<file path="config.mk">
export PLATFORM = sky130hd
export DESIGN_NAME = yauart_apb_completer
export DESIGN_NICKNAME = d
export VERILOG_FILES = /design/src/rtl/yauart_apb_completer.sv
export SDC_FILE = /design/constraint.sdc
export NUM_CORES = 1
export LEC_CHECK = 0
export BUFFER_PORTS_ARGS = -buffer_cell sky130_fd_sc_hd__buf_4
export CAP_MARGIN = 0
export CORE_UTILIZATION = 52
export CTS_BUF_LIST = sky130_fd_sc_hd__clkbuf_8
export CTS_CLUSTER_DIAMETER = 50
export DETAILED_ROUTE_END_ITERATION = 10
export PLACE_DENSITY = 0.72
export SYNTH_ARGS = -nofsm -noshare
export SYNTH_HDL_FRONTEND = slang
export SYNTH_SLANG_ARGS = --single-unit
</file>
<file path="constraint.sdc">
create_clock -name clk_i -period 5.29 [get_ports clk_i]
set_input_delay 0.7935 -clock clk_i [delete_from_list [all_inputs] [get_ports clk_i]]
set_output_delay 0.7935 -clock clk_i [all_outputs]
set_load 0.05 [all_outputs]
</file>
<file path="src/rtl/yauart_apb_completer.sv">
// APB completer for the YAUART core: four-register map plus TX/RX byte FIFOs.
// TX bytes flow from APB writes to the core; RX bytes flow from the core to APB reads.
module yauart_apb_completer #(
  parameter int APB_AW      = 32,
  parameter int APB_DW      = 32,
  parameter int FIFO_DEPTH  = 8,
  parameter int WAIT_STATES = 0
) (
  input  logic                clk_i,
  input  logic                rst_n_i,
  input  logic [APB_AW-1:0]   paddr_i,
  input  logic                psel_i,
  input  logic                penable_i,
  input  logic                pwrite_i,
  input  logic [APB_DW-1:0]   pwdata_i,
  input  logic [APB_DW/8-1:0] pstrb_i,
  output logic                pready_o,
  output logic [APB_DW-1:0]   prdata_o,
  output logic                pslverr_o,
  output logic [7:0]          tx_data_o,
  output logic                tx_valid_o,
  input  logic                tx_ready_i,
  input  logic [7:0]          rx_data_i,
  input  logic                rx_valid_i,
  output logic                rx_ready_o,
  output logic                irq_o
);

  localparam int PW = $clog2(FIFO_DEPTH);
  localparam int CW = PW + 1;
  localparam logic [CW-1:0] DEPTH_C = CW'(FIFO_DEPTH);
  localparam logic [1:0]    WS_C    = 2'(WAIT_STATES);

  logic [1:0]    wait_cnt;
  logic          access;
  logic          done;

  logic [7:0]    tx_mem [FIFO_DEPTH];
  logic [PW-1:0] tx_wptr;
  logic [PW-1:0] tx_rptr;
  logic [CW-1:0] tx_count;
  logic [7:0]    rx_mem [FIFO_DEPTH];
  logic [PW-1:0] rx_wptr;
  logic [PW-1:0] rx_rptr;
  logic [CW-1:0] rx_count;

  logic          overrun;
  logic [1:0]    ctrl;

  logic          tx_full, tx_empty, rx_full, rx_empty;
  logic          misaligned;
  logic [1:0]    reg_sel;
  logic          sel_data, sel_status, sel_ctrl, sel_levels;
  logic          err;
  logic          ok_wr, ok_rd;
  logic          tx_push, tx_pop, rx_push, rx_pop;
  logic          ovr_set, ovr_clr, ctrl_wr;
  logic [31:0]   rdata;
  logic          unused_bits;

  // Reset also forces pready low so an access interrupted by reset never completes.
  assign access   = psel_i & penable_i;
  assign pready_o = rst_n_i & access & (wait_cnt == WS_C);
  assign done     = access & pready_o;

  assign tx_full  = (tx_count == DEPTH_C);
  assign tx_empty = (tx_count == '0);
  assign rx_full  = (rx_count == DEPTH_C);
  assign rx_empty = (rx_count == '0);

  assign misaligned = (paddr_i[1:0] != 2'b00);
  assign reg_sel    = paddr_i[3:2];
  assign sel_data   = (reg_sel == 2'd0);
  assign sel_status = (reg_sel == 2'd1);
  assign sel_ctrl   = (reg_sel == 2'd2);
  assign sel_levels = (reg_sel == 2'd3);

  // Full/empty tests use pre-edge counts, so a same-cycle core pop/push never rescues an access.
  assign err = misaligned
             | (pwrite_i & sel_levels)
             | (pwrite_i & sel_data & pstrb_i[0] & tx_full)
             | (!pwrite_i & sel_data & rx_empty);

  assign ok_wr = done & pwrite_i & !err;
  assign ok_rd = done & !pwrite_i & !err;

  assign tx_push = ok_wr & sel_data & pstrb_i[0];
  assign tx_pop  = tx_valid_o & tx_ready_i;
  assign rx_push = rx_valid_i & rx_ready_o;
  assign rx_pop  = ok_rd & sel_data;
  assign ovr_set = rx_valid_i & rx_full;
  assign ovr_clr = ok_wr & sel_status & pstrb_i[0] & pwdata_i[4];
  assign ctrl_wr = ok_wr & sel_ctrl & pstrb_i[0];

  assign tx_valid_o = !tx_empty;
  assign tx_data_o  = tx_mem[tx_rptr];
  assign rx_ready_o = !rx_full;

  always_comb begin
    rdata = '0;
    case (reg_sel)
      2'd0: rdata = {24'b0, rx_mem[rx_rptr]};
      2'd1: rdata = {27'b0, overrun, rx_full, rx_empty, tx_full, tx_empty};
      2'd2: rdata = {30'b0, ctrl};
      2'd3: rdata = {16'b0, 8'(rx_count), 8'(tx_count)};
      default: rdata = '0;
    endcase
  end

  assign prdata_o  = ok_rd ? APB_DW'(rdata) : '0;
  assign pslverr_o = done & err;

  assign unused_bits = ^{paddr_i[APB_AW-1:4], pwdata_i[APB_DW-1:8], pstrb_i[APB_DW/8-1:1]};

  always_ff @(posedge clk_i or negedge rst_n_i) begin
    if (!rst_n_i) begin
      wait_cnt <= '0;
    end else if (!psel_i || done) begin
      wait_cnt <= '0;
    end else if (access) begin
      wait_cnt <= wait_cnt + 2'd1;
    end
  end

  always_ff @(posedge clk_i or negedge rst_n_i) begin
    if (!rst_n_i) begin
      for (int i = 0; i < FIFO_DEPTH; i++) tx_mem[i] <= '0;
      tx_wptr  <= '0;
      tx_rptr  <= '0;
      tx_count <= '0;
    end else begin
      if (tx_push) begin
        tx_mem[tx_wptr] <= pwdata_i[7:0];
        tx_wptr         <= tx_wptr + PW'(1);
      end
      if (tx_pop) tx_rptr <= tx_rptr + PW'(1);
      case ({tx_push, tx_pop})
        2'b10:   tx_count <= tx_count + CW'(1);
        2'b01:   tx_count <= tx_count - CW'(1);
        default: tx_count <= tx_count;
      endcase
    end
  end

  always_ff @(posedge clk_i or negedge rst_n_i) begin
    if (!rst_n_i) begin
      for (int i = 0; i < FIFO_DEPTH; i++) rx_mem[i] <= '0;
      rx_wptr  <= '0;
      rx_rptr  <= '0;
      rx_count <= '0;
    end else begin
      if (rx_push) begin
        rx_mem[rx_wptr] <= rx_data_i;
        rx_wptr         <= rx_wptr + PW'(1);
      end
      if (rx_pop) rx_rptr <= rx_rptr + PW'(1);
      case ({rx_push, rx_pop})
        2'b10:   rx_count <= rx_count + CW'(1);
        2'b01:   rx_count <= rx_count - CW'(1);
        default: rx_count <= rx_count;
      endcase
    end
  end

  // A dropped byte in the same cycle as a clear leaves overrun set.
  always_ff @(posedge clk_i or negedge rst_n_i) begin
    if (!rst_n_i) begin
      overrun <= 1'b0;
      ctrl    <= '0;
      irq_o   <= 1'b0;
    end else begin
      if (ovr_set)      overrun <= 1'b1;
      else if (ovr_clr) overrun <= 1'b0;
      if (ctrl_wr) ctrl <= pwdata_i[1:0];
      irq_o <= (ctrl[0] & (!rx_empty | overrun)) | (ctrl[1] & tx_empty);
    end
  end

endmodule

</file>
# ---- Word level (Yosys, flattened, before mapping)
# Cells that the tools add are included.
dict set report word_totals {
  regBits 154
  output_inout_bits 45
  word_cells 125
}
dict set report classes {
  n_addsub 9
  n_lt_le_gt_ge 6
  n_eq_ne 9
  muxes 20
  n_bitwise 37
  reduce_logical 18
}
# op n
set ops {}
lappend ops {{$bwmux W64} 2}
lappend ops {{$pmux W32 S4} 1}
lappend ops {{$bmux W8 S3} 2}
lappend ops {{$demux W8 S3} 2}
lappend ops {{$mux W8} 6}
lappend ops {{$mux W32} 1}
lappend ops {{$and A1 B1 Y1} 28}
lappend ops {{$ge A4 B4 Y1 const B} 4}
lappend ops {{$not A3 Y4} 4}
lappend ops {{$pmux W4 S2} 2}
lappend ops {{$add A3 B1 Y3 const B} 4}
lappend ops {{$reduce_bool A2 Y1} 5}
lappend ops {{$add A4 B1 Y4 const B} 2}
lappend ops {{$eq A2 B2 Y1 const B} 4}
lappend ops {{$eq A4 B4 Y1 const B} 2}
lappend ops {{$logic_not A4 Y1} 2}
lappend ops {{$lt A4 B1 Y1 const B} 2}
lappend ops {{$sub A4 B1 Y4 const B} 2}
lappend ops {{$eq A2 B1 Y1 const B} 3}
lappend ops {{$logic_not A1 Y1} 6}
lappend ops {{$or A1 B1 Y1} 5}
lappend ops {{$logic_not A2 Y1} 2}
lappend ops {{$mux W2} 2}
lappend ops {{$add A2 B1 Y2 const B} 1}
lappend ops {{other kinds (3)} 5}

# ---- Logic depth before layout (Yosys ltp)
dict set report logic_depth {
  depth_word 13
  depth_mapped 14
  mapped_depth_nobuf 13
}

# ---- Worst setup path after synthesis
# No wires, ideal clock.
dict set report synth_timing {
  path_type {input port to output port}
  startpoint {input port paddr_i[1]}
  endpoint {output port prdata_o[4]}
  arrival_ns 3.962
  setup_slack_ns 0.534
  cell_stages 4
  path_buffers 0
  cell_sequence {or3_1 nor2_1 o21ai_0 a2111oi_0}
}
dict set report synth_via {
  elab_chain_len 7
}
# element line
set synth_rtl {}
lappend synth_rtl {{start, declared} 11} ;# input logic [APB_AW-1:0] paddr_i,
lappend synth_rtl {{$reduce_bool A2 Y1} 71} ;# assign misaligned = (paddr_i[1:0] != 2'b00);
lappend synth_rtl {{$or A1 B1 Y1} 80} ;# | (pwrite_i & sel_levels)
lappend synth_rtl {{$or A1 B1 Y1} 81} ;# | (pwrite_i & sel_data & pstrb_i[0] & tx_full)
lappend synth_rtl {{$or A1 B1 Y1} 82} ;# | (!pwrite_i & sel_data & rx_empty);
lappend synth_rtl {{$logic_not A1 Y1} 85} ;# assign ok_rd = done & !pwrite_i & !err;
lappend synth_rtl {{$and A1 B1 Y1} 85}
lappend synth_rtl {{$mux W32} 110} ;# assign prdata_o = ok_rd ? APB_DW'(rdata) : '0;
lappend synth_rtl {{end, declared} 18} ;# output logic [APB_DW-1:0] prdata_o,
# No other way between the ends.

# ---- Worst setup path after layout
dict set report layout_timing {
  startpoint {register rx_rptr[0]}
  endpoint {output port prdata_o[4]}
}
dict set report layout_via {
  elab_chain_len 6
}
# element line
set layout_rtl {}
lappend layout_rtl {{start, declared} 44} ;# logic [PW-1:0] rx_rptr;
lappend layout_rtl {{start signal, assigned} 156} ;# if (rx_pop) rx_rptr <= rx_rptr + PW'(1);
lappend layout_rtl {{$not A3 Y4 (implied by the code)} 102} ;# 2'd0: rdata = {24'b0, rx_mem[rx_rptr]};
lappend layout_rtl {{$bmux W8 S3} 102}
lappend layout_rtl {{$mux W8 (implied by the code) (2 in a row)} 102}
lappend layout_rtl {{$pmux W32 S4} 101} ;# case (reg_sel)
lappend layout_rtl {{$mux W32} 110}
# No other way between the ends. The select of a mux whose other input is x is not followed.

==> results.md <==
- Outcome: complete, no violations
- Total number of vias: 4,490
- Remaining DRCs: 0
- Peak VDD IR: 256 uV
- Max Clock Freq: 258 MHz
- DRT Wirelength: 15,000 um
- Drt wl/cell: 19.3 um
- Initial core utilization: 0.541
- Core Rows: 43
- GP Congestion: 0.774
- RSZ-0062 raised after global routing: no
- DR pass1 iterations: 4
- Final period util: 0.733
- CTS clk-pin slew, worst paths: 0.08 ns
- Pre-CTS WS: 1.71 ns
- Cts hold-fix bufs: 0
- Die height: 123 um
- Hold Vio Cnt, Final: 0
- Commonest non-fill, non-tap cell in the layout: dfrtp_1
- Post-route worst setup slack: 1.41 ns
- Final HPWL DP: 9950 um
- Worst-Skew Late Latency: 0.46 ns
- Worst rel slew slack: 0.262
- Final ANT Viol Nets: 0
- Crit path time final: 3.88 ns
- Unique masters post-synth: 49
- All-Layer GR Usage: 0.220
- WP data arrival: 3.09 ns
- Vias in the first global route: 4,668
- Die area: 15,100 um2
- Least-Margin Pin Slew: 1.11 ns
- Crit-path max FO: 16
- # fillers: 1,092
- Power per cell area: 425 nW/um2
- Routed vias/inst: 5.79
- Synth Warn #: 0
- Clock Path Buffers: 2
- Port Buffer Count: 52
- Mapped cell area: 7590 um2
- CTS buffer count: 17
- Area growth syn-to-layout: 11.2%
- Sequential share of the synthesized area: 0.507
- Leak: 3.89 nW
- Crit end category: output pin
- Gr ovfl total: 0
- CTS tree: yes
- Avg Inst Size Synth: 14.2 um2
- Seq cells post-synth: 154
- Clock tree sinks: 154
- First-pass GRT wire length: 24,300 um
- Initial antenna violation count: 0
- Largest net degree at the start of global routing: 90
- CORE AREA: 14,000 um2
- Hold_ws: 0.507 ns
- H-tree levels: 4
- Total Neg Setup Slack: 0 ns
- Post-CTS Resized: 0
- Worst Skew: 0.0150 ns
- Async set-reset flop share out of synthesis: 1.00
- Hold Path Class: reg -> reg
- Final setup fails: 0
- Main synth FF type: dfrtp_1
- Post-CTS Setup Inserts: 0
- Nature of the critical path startpoint: flip-flop
- Commonest cells after routing, fill and taps aside: dfrtp_1, mux2_2, buf_4, mux4_2, conb_1
- Die W: 123 um
- Iteration-0 DRC Markers: 318
- Io pins: 128
- Crit path kind: reg -> out
- Max Cap Viol: 0
- Layout cells sized above 1: 0.463
- Root buffer cell: clkbuf_8
- Ant. Diodes: 0
- Max-slew violation count: 0
- Number of enable flip-flop cells after synthesis: 0
- Cell count after synthesis: 534
- Nets: 677
- Critical Path RT: 4.50 ns
-- critical path: stages (launching register included) --
cell       delay [ns]
dfrtp_1          0.99
mux4_2           0.39
nor2b_1          0.13
a211oi_1         0.06
a2111oi_0        0.74
buf_4            0.33
-- worst paths after layout --
| kind | from | to | slack [ns] | cells after the start |
|---|---|---|---|---|
| hold / removal | tx_mem[15]$_DFFE_PN0P_ | tx_mem[15]$_DFFE_PN0P_ | 0.51 | 1 |
| max in group asynchronous | rst_n_i | tx_mem[45]$_DFFE_PN0P_ | 3.18 | 3 |
| hold reg to reg | tx_mem[15]$_DFFE_PN0P_ | tx_mem[15]$_DFFE_PN0P_ | 0.51 | 1 |
| min in group asynchronous | rst_n_i | wait_cnt[1]$_DFFE_PN0P_ | 0.64 | 2 |
| setup / recovery | rx_rptr[0]$_DFFE_PN0P_ | prdata_o[4] | 1.41 | 5 |
| setup reg to reg | rx_count[1]$_DFFE_PN0P_ | rx_count[2]$_DFFE_PN0P_ | 2.38 | 10 |
-- final cells by class --
cell class                 count  area (um2)  area share
timing repair buffer          56         424      0.0502
clock inverter                14         138      0.0163
inverter                      10        37.5     0.00445
tap                          180         225      0.0267
multi-input combinational    344        3520       0.416
clock buffer                  18         248      0.0293
sequential                   154        3850       0.456
-- sequential cells by signal (all words and copies together), names as in the netlist, 2 cells and up --
signal and flops:
ctrl 2, tx_count 4, rx_rptr 3, wait_cnt 2
tx_mem 64, rx_count 4, rx_mem 64, rx_wptr 3
tx_rptr 3, tx_wptr 3
-- through the flow --
stage | power (mW) | instances | instance area, um2 | util
2_1_floorplan | 2.50 | 553 | 7660 | -
3_3_place_gp | 2.69 | 744 | 8060 | 0.574
3_5_place_dp | 2.76 | 744 | 8060 | 0.574
4_1_cts | 3.62 | 776 | 8440 | 0.601
5_1_grt | 3.80 | 776 | 8440 | 0.601
6_report | 3.59 | 776 | 8440 | 0.601
-- routing by layer --
layer | global-route usage | up-vias | share of wire
met3 | 0.0548 | 19 | 0.052
met2 | 0.343 | 120 | 0.49
met4 | 0.0785 | 0 | 0.012
met5 | 0 | - | 0
li1 | - | 2016 | -
met1 | 0.299 | 2335 | 0.45
-- cell usage after synthesis (3+ instances only) --
cell / number / area [um2]
buf_1: 7 / 26.3
nand3_1: 11 / 55.1
mux2_4: 8 / 120
a31oi_1: 4 / 25.0
nand4_2: 3 / 37.5
nand2_1: 18 / 67.6
xnor2_1: 8 / 70.1
mux2_2: 138 / 1550
inv_1: 10 / 37.5
xor2_1: 12 / 105
nor2_1: 12 / 45.0
and2_1: 5 / 31.3
clkbuf_1: 12 / 45.0
dfrtp_1: 154 / 3850
mux4_2: 32 / 721
o21ai_0: 4 / 20.0
nand4b_1: 3 / 26.3
buf_2: 5 / 25.0
ha_1: 11 / 138
mux2i_1: 6 / 60.1
nor2b_1: 7 / 43.8
nor3_1: 7 / 35.0
buf_4: 20 / 150
a21oi_1: 5 / 25.0
-- power by group --
part | internal (mW) | switching [mW] | total [mW] | leakage (nW)
sequential | 1.49 | 0.302 | 1.79 | 1.99
clock | 0.394 | 0.466 | 0.860 | 0.190
combinational | 0.554 | 0.379 | 0.933 | 1.71
-- logic make-up (layout without fill, tap and decap cells) --
logic type,Yosys count,count (layout),synth area share
multiplexers,184,184,0.323
flip-flops,154,154,0.507
AND/OR/NAND/NOR,87,87,0.0695
buffers and inverters,55,98,0.0389
AO/OA/AOI/OAI,22,22,0.0191
XOR/XNOR,20,20,0.0231
adder cells (fa/ha/maj),11,11,0.0181
other,1,20,0.000494
Note: power is estimated with default switching activity, not from simulation.
